**src/rtl/sat_fifo_pkg.sv**
```systemverilog
// Shared helpers for the SAT FIFO-tree stages: depth/level width derivation and parameter legality.
package sat_fifo_pkg;

  function automatic int fifo_depth(input int addr_width);
    return 1 << addr_width;
  endfunction

  // Level needs one extra bit so that a full FIFO is distinguishable from an empty one.
  function automatic int fifo_level_width(input int addr_width);
    return addr_width + 1;
  endfunction

  function automatic bit fifo_params_ok(input int addr_width, input int af_thresh,
                                        input int ae_thresh);
    return (addr_width >= 1) && (addr_width <= 30) &&
           (af_thresh >= 1) && (af_thresh <= fifo_depth(addr_width)) &&
           (ae_thresh >= 0) && (ae_thresh < fifo_depth(addr_width));
  endfunction

endpackage

```
**src/rtl/fifo_dpram.sv**
```systemverilog
// Simple dual-port RAM, one write port and one read port with both a registered and an async read.
module fifo_dpram #(
  parameter int DATA_WIDTH = 36,
  parameter int ADDR_WIDTH = 5
) (
  input  logic                  clk,
  input  logic                  rst_n,
  input  logic                  we,
  input  logic [ADDR_WIDTH-1:0] waddr,
  input  logic [DATA_WIDTH-1:0] wdata,
  input  logic                  re,
  input  logic [ADDR_WIDTH-1:0] raddr,
  output logic [DATA_WIDTH-1:0] rdata,
  output logic [DATA_WIDTH-1:0] adata
);

  logic [DATA_WIDTH-1:0] mem [2**ADDR_WIDTH];

  always_ff @(posedge clk) begin
    if (we) mem[waddr] <= wdata;
  end

  // Read-before-write on a same-address collision: rdata gets the old word.
  always_ff @(posedge clk or negedge rst_n) begin
    if (!rst_n)  rdata <= '0;
    else if (re) rdata <= mem[raddr];
  end

  assign adata = mem[raddr];

endmodule

```
**src/rtl/fifo_buffer_thresh.sv**
```systemverilog
// Single-clock FIFO with occupancy level, programmable almost flags and sticky error flags.
// Define FIFO_BUFFER_FWFT_EN for first-word-fall-through reads; otherwise data_o is a registered read.
module fifo_buffer_thresh
  import sat_fifo_pkg::*;
#(
  parameter int DATA_WIDTH = 36,
  parameter int ADDR_WIDTH = 5,
  parameter int AF_THRESH  = 28,
  parameter int AE_THRESH  = 2
) (
  input  logic                  clk,
  input  logic                  reset,
  input  logic                  flush_i,
  input  logic                  clr_err_i,
  input  logic                  wren_i,
  input  logic [DATA_WIDTH-1:0] data_i,
  input  logic                  rden_i,
  output logic [DATA_WIDTH-1:0] data_o,
  output logic                  valid_o,
  output logic                  empty_o,
  output logic                  full_o,
  output logic                  almost_empty_o,
  output logic                  almost_full_o,
  output logic [ADDR_WIDTH:0]   level_o,
  output logic                  overflow_o,
  output logic                  underflow_o
);

  localparam int LW    = fifo_level_width(ADDR_WIDTH);
  localparam int DEPTH = fifo_depth(ADDR_WIDTH);
  localparam logic [LW-1:0] DEPTH_L = LW'(DEPTH);
  localparam logic [LW-1:0] AF_L    = LW'(AF_THRESH);
  localparam logic [LW-1:0] AE_L    = LW'(AE_THRESH);

  generate
    if (!fifo_params_ok(ADDR_WIDTH, AF_THRESH, AE_THRESH)) begin : g_bad_params
      $error("fifo_buffer_thresh: illegal ADDR_WIDTH/AF_THRESH/AE_THRESH");
    end
  endgenerate

  logic [ADDR_WIDTH-1:0] wr_ptr, rd_ptr;
  logic [LW-1:0]         level_q;
  logic                  rd_acc, wr_acc, ovf_evt, udf_evt;
  logic [DATA_WIDTH-1:0] reg_rdata, async_rdata;

  // Flags decode the registered level only.
  assign empty_o        = (level_q == '0);
  assign full_o         = (level_q == DEPTH_L);
  assign almost_empty_o = (level_q <= AE_L);
  assign almost_full_o  = (level_q >= AF_L);
  assign level_o        = level_q;

  // Flush overrides both requests and suppresses error reporting.
  assign rd_acc  = rden_i & ~empty_o & ~flush_i;
  assign wr_acc  = wren_i & (~full_o | rd_acc) & ~flush_i;
  assign ovf_evt = wren_i & ~wr_acc & ~flush_i;
  assign udf_evt = rden_i & ~rd_acc & ~flush_i;

  always_ff @(posedge clk or negedge reset) begin
    if (!reset) begin
      wr_ptr  <= '0;
      rd_ptr  <= '0;
      level_q <= '0;
    end else if (flush_i) begin
      wr_ptr  <= '0;
      rd_ptr  <= '0;
      level_q <= '0;
    end else begin
      if (wr_acc) wr_ptr <= wr_ptr + 1'b1;
      if (rd_acc) rd_ptr <= rd_ptr + 1'b1;
      level_q <= level_q + {{ADDR_WIDTH{1'b0}}, wr_acc} - {{ADDR_WIDTH{1'b0}}, rd_acc};
    end
  end

  // An error in the same cycle as clr_err_i keeps the flag set.
  always_ff @(posedge clk or negedge reset) begin
    if (!reset) begin
      overflow_o  <= 1'b0;
      underflow_o <= 1'b0;
    end else begin
      overflow_o  <= ovf_evt | (overflow_o & ~clr_err_i);
      underflow_o <= udf_evt | (underflow_o & ~clr_err_i);
    end
  end

  fifo_dpram #(
    .DATA_WIDTH (DATA_WIDTH),
    .ADDR_WIDTH (ADDR_WIDTH)
  ) u_ram (
    .clk   (clk),
    .rst_n (reset),
    .we    (wr_acc),
    .waddr (wr_ptr),
    .wdata (data_i),
    .re    (rd_acc),
    .raddr (rd_ptr),
    .rdata (reg_rdata),
    .adata (async_rdata)
  );

`ifdef FIFO_BUFFER_FWFT_EN
  logic unused_rdata;
  assign unused_rdata = ^reg_rdata;
  assign valid_o      = ~empty_o;
  assign data_o       = empty_o ? '0 : async_rdata;
`else
  logic unused_adata;
  logic valid_q;
  assign unused_adata = ^async_rdata;

  always_ff @(posedge clk or negedge reset) begin
    if (!reset) valid_q <= 1'b0;
    else        valid_q <= rd_acc;
  end

  assign valid_o = valid_q;
  assign data_o  = reg_rdata;
`endif

endmodule
```
**config.mk**
```make
export PLATFORM = sky130hd
export DESIGN_NAME = fifo_buffer_thresh
export DESIGN_NICKNAME = d
export VERILOG_FILES = /design/src/rtl/sat_fifo_pkg.sv /design/src/rtl/fifo_dpram.sv /design/src/rtl/fifo_buffer_thresh.sv
export SDC_FILE = /design/constraint.sdc
export NUM_CORES = 1
export LEC_CHECK = 0
export CORE_UTILIZATION = 55
export CTS_CLUSTER_DIAMETER = 80
export CTS_CLUSTER_SIZE = 25
export DETAILED_ROUTE_END_ITERATION = 12
export PLACE_DENSITY_LB_ADDON = 0.1
export SLEW_MARGIN = 30
export SYNTH_ARGS = -nofsm -noshare
export SYNTH_HDL_FRONTEND = slang
export SYNTH_HIERARCHICAL = 1
export SYNTH_SLANG_ARGS = --single-unit
export TNS_END_PERCENT = 1
```
**constraint.sdc**
```tcl
create_clock -name clk -period 5.5 [get_ports clk]
set_input_delay 1.1 -clock clk [delete_from_list [all_inputs] [get_ports clk]]
set_output_delay 1.1 -clock clk [all_outputs]
set_load 0.005 [all_outputs]
```
==> results.txt <==
- The flow ran to the end, and the final reports show no timing, DRC or antenna violations.
- Share of final-layout standard cells stronger than drive strength 1: 11.50%
* Sequential cell area in the final layout: 35970 sq um
- The largest total area in the synthesized netlist belongs to edfxtp_1.
- Antenna violations before repair: 0
* DRC violations left: 0
* Synthesized netlist net count: 2657
- Count of maximum capacitance violations: 0
* Vertical extent of the die: 295.8 microns
- In the finished design, the share of the clock period the worst path needs comes to 66.53%.
- Syn_area_per_cell: 18.27 sq um
- Routability cong.: 0.8548
- Critical path required time: 5.86 ns
* H-tree depth reported by CTS: 2
- Setup_tns: 0 ns
- Across every metal layer, demand over resource in global routing totals 25.69%.
- The mapped netlist covers 47460 sq um.
- Post-synth top area share: 72.89%
* Nets: 2763
- Mean routed wirelength per cell: 28.63 microns
* Fin. max-slew vios: 0
* Worst min-delay path class: in2async
- CTS tree: built
- Category of the worst setup path launch point: input port
- Total of fill cells in the finished design: 6146
- The cell count after synthesis came out at 2598.
* YS warnings: 6
- Worst Tran Pin Value: 0.9572 ns
- CTS placed an instance of clkbuf_16 at the clock tree root.
- Maximum VDD drop: 278.0 uV
* Via count: 23956
* Number of detailed-route iterations in the first pass: 5
- After synthesis the netlist holds a flip-flop and latch count of 1207.
* # hold bufs at CTS: 0
- Of all nets on the critical path, the largest fanout is 19.
- Number of core rows: between 100 and 150
- Synthesis-to-layout area growth: 9.428%
- Post-cts sizing count: 0
- The final layout contains routed wiring with a total length of 111500 microns.
- Power comes to 18.58 mW.
- Crit path DAT: 4.02 ns
- Count of input and output buffers: 90
* Power density of the placed cells: ~360 nW/um^2
- Sequential cells were found to cover 75.79% of the synthesized design area.
- In the final layout, the multi-input gates occupy 10790 sq um.
* Type of element capturing the critical path: flop
- Synth unique cells: 46
- Number of sinks on the clock net: 1207
- Entering global routing, the biggest net connects 77 pins.
- In this run, CTS created clock tree buffers numbering 55.
* Clock slew seen by the registers of the worst setup and hold paths: 0.10 ns
- Placeable core region: between 80000 and 90000 sq um
- Critical Setup Path Class: in2reg
- Once the floorplan was initialized, standard cells occupied 55.65% of the core.
* Worst slew slack as a fraction of its limit: a little over a third
- Total gr overflow: 0
* Die extent in x: 295.8 microns
- Cell types occupying the most area after synthesis: edfxtp_1, mux2i_1, a22oi_1
* Placed Area: 50260 sq um
* Antenna-violating nets left: 0
- Leakage: 16.25 nW
* Via density per instance: 6.152
* Post-Layout Inst Area: 51930 sq um
* Worst Clk Skew: 0.02296 ns
* HPWL after DPL: 69120 microns
* Number of placed I/O pins: 91
- Highest Clock Rate: approximately 270 MHz
- For the finished layout, the period the worst path requires is between 3 and 4 ns.
* Unrepaired setup endpoints after global routing: false
* Global-route wire length before repair: 160700 microns
- Cell count of the worst reg-to-reg path: 8
* Clock Path Buffers: 3
- Final setup vio count: 0
* Final hold viol count: 0
- Buffer count from post-CTS setup fixing: 0
- Number of global-route vias before repair: about 24000
* Clock latency at the later pin of the worst-skew pair: 0.65 ns
- Iteration-0 DRC Markers: 2442
* Overall die area: 87470 sq um
* Share of the core filled with cells in the final layout: 60.90%
## cells by family (layout without fill, tap and decap cells)
kind of cell               count (synthesis)  after routing  synth area share [%]
AOI/OAI and AO/OA                        457            457                 6.414
adders and majority gates                 17             17                0.4640
other                                      0              3                     0
xor gates and xnor gates                   1              1               0.01846
and+or+nand+nor                          133            133                 2.056
muxes                                    620            620                 13.19
DFF                                     1207           1207                 75.79
buffers and inverters                    163            312                 2.067
## final cells by class
cell class,count,area share (%)
multi-input cells,1228,20.77
clock buffers,90,2.903
inverters,13,0.09878
diodes,3,0.01446
flip-flops and latches,1207,69.27
repair buffers,199,4.004
well taps,1144,2.756
clock inverters,10,0.1807
## worst max-delay path, cell delays in order
cell             delay, ns
clkdlybuf4s50_1       0.58
nand2b_1              0.19
a21boi_2              0.28
and2_1                0.28
or3b_2                0.73
nor2_4                0.59
buf_12                0.25
## synthesized netlist by cell type, drive strengths merged
cell type	n
a211oi	1
a21boi	1
a21o	2
a21oi	154
a22oi	288
a311oi	1
a41o	1
and2	2
and4b	1
and4bb	1
buf	102
clkbuf	48
dfrtp	55
edfxtp	1152
fa	1
ha	16
inv	13
mux2	43
mux2i	577
nand2	7
nand2b	3
nand3	5
nand3b	7
nand4	4
nand4bb	1
nor2	44
nor2b	11
nor3	1
nor4	38
o21ai	5
o2bb2ai	1
o311ai	1
o31ai	1
o32ai	1
or2	1
or3	4
or3b	3
xnor2	1
## cells in the final DEF (no fill, tap or decap), types with 3 or more instances in the layout
| cell | synthesis | routed |
|---|---|---|
| buf_2 | 32 | 13 |
| buf_12 | 0 | 15 |
| clkinv_2 | 0 | 3 |
| o21ai_0 | 5 | 5 |
| nand2_1 | 7 | 6 |
| mux2_2 | 43 | 43 |
| a21oi_1 | 154 | 154 |
| diode_2 | 0 | 3 |
| buf_16 | 0 | 12 |
| nor4_2 | 36 | 36 |
| inv_1 | 11 | 11 |
| clkdlybuf4s50_1 | 0 | 76 |
| mux2i_1 | 577 | 577 |
| or3_1 | 4 | 4 |
| buf_4 | 38 | 83 |
| nand3b_1 | 7 | 7 |
| clkbuf_16 | 0 | 55 |
| nand3_1 | 5 | 5 |
| nor2_1 | 43 | 11 |
| a22oi_1 | 288 | 288 |
| ha_1 | 16 | 16 |
| or3b_2 | 3 | 3 |
| clkbuf_1 | 48 | 35 |
| dfrtp_1 | 55 | 54 |
| nor2b_1 | 11 | 9 |
| nor2_4 | 0 | 33 |
| edfxtp_1 | 1152 | 1152 |
| nand4_1 | 4 | 4 |
## sequential cells by signal, summed over array words and instances (netlist names)
| register | cells |
|---|---|
| rd_ptr | 5 |
| level_o | 6 |
| u_ram/mem | 1152 |
| u_ram/rdata | 36 |
| valid_o | 1 |
| wr_ptr | 5 |
| overflow_o | 1 |
| underflow_o | 1 |
## power by group
group	internal (mW)	switching, mW
registers	10.3	0.176
clock network	1.96	2.70
logic	1.56	1.91
total	13.8	4.78
## metrics by stage
| step | hold slack [ns] | std cells | setup slack [ns] |
|---|---|---|---|
| 4_1_cts | 0.3667 | 3889 | 1.874 |
| 6_report | 0.3918 | 3894 | 1.841 |
| 5_1_grt | 0.3846 | 3891 | 1.734 |
| 3_3_place_gp | 0.4882 | 3779 | 1.223 |
| 2_1_floorplan | 0.5055 | 2598 | 1.286 |
| 3_5_place_dp | 0.4957 | 3789 | 1.173 |
## routing by layer
layer	global-route usage, %	vias up	wire length (microns)
met5	0	-	0
li1	-	10628	-
met2	40.27	780	52520
met4	5.598	0	2212
met3	5.628	108	9546
met1	37.16	12440	47220
## final timing paths
check	startpoint	end	slack (ns)
max in group asynchronous	reset	rd_ptr[0]	4.50
worst min register to register	u_ram/rdata[11]	u_ram/rdata[11]	0.51
worst max register to register	level_o[5]	u_ram/mem[0][4]	2.00
worst max-delay path	rden_i	u_ram/mem[0][4]	1.84
min in group clk	u_ram/rdata[11]	u_ram/rdata[11]	0.51
worst min-delay path	reset	u_ram/rdata[17]	0.39
Power figures use the tool's default switching activity.
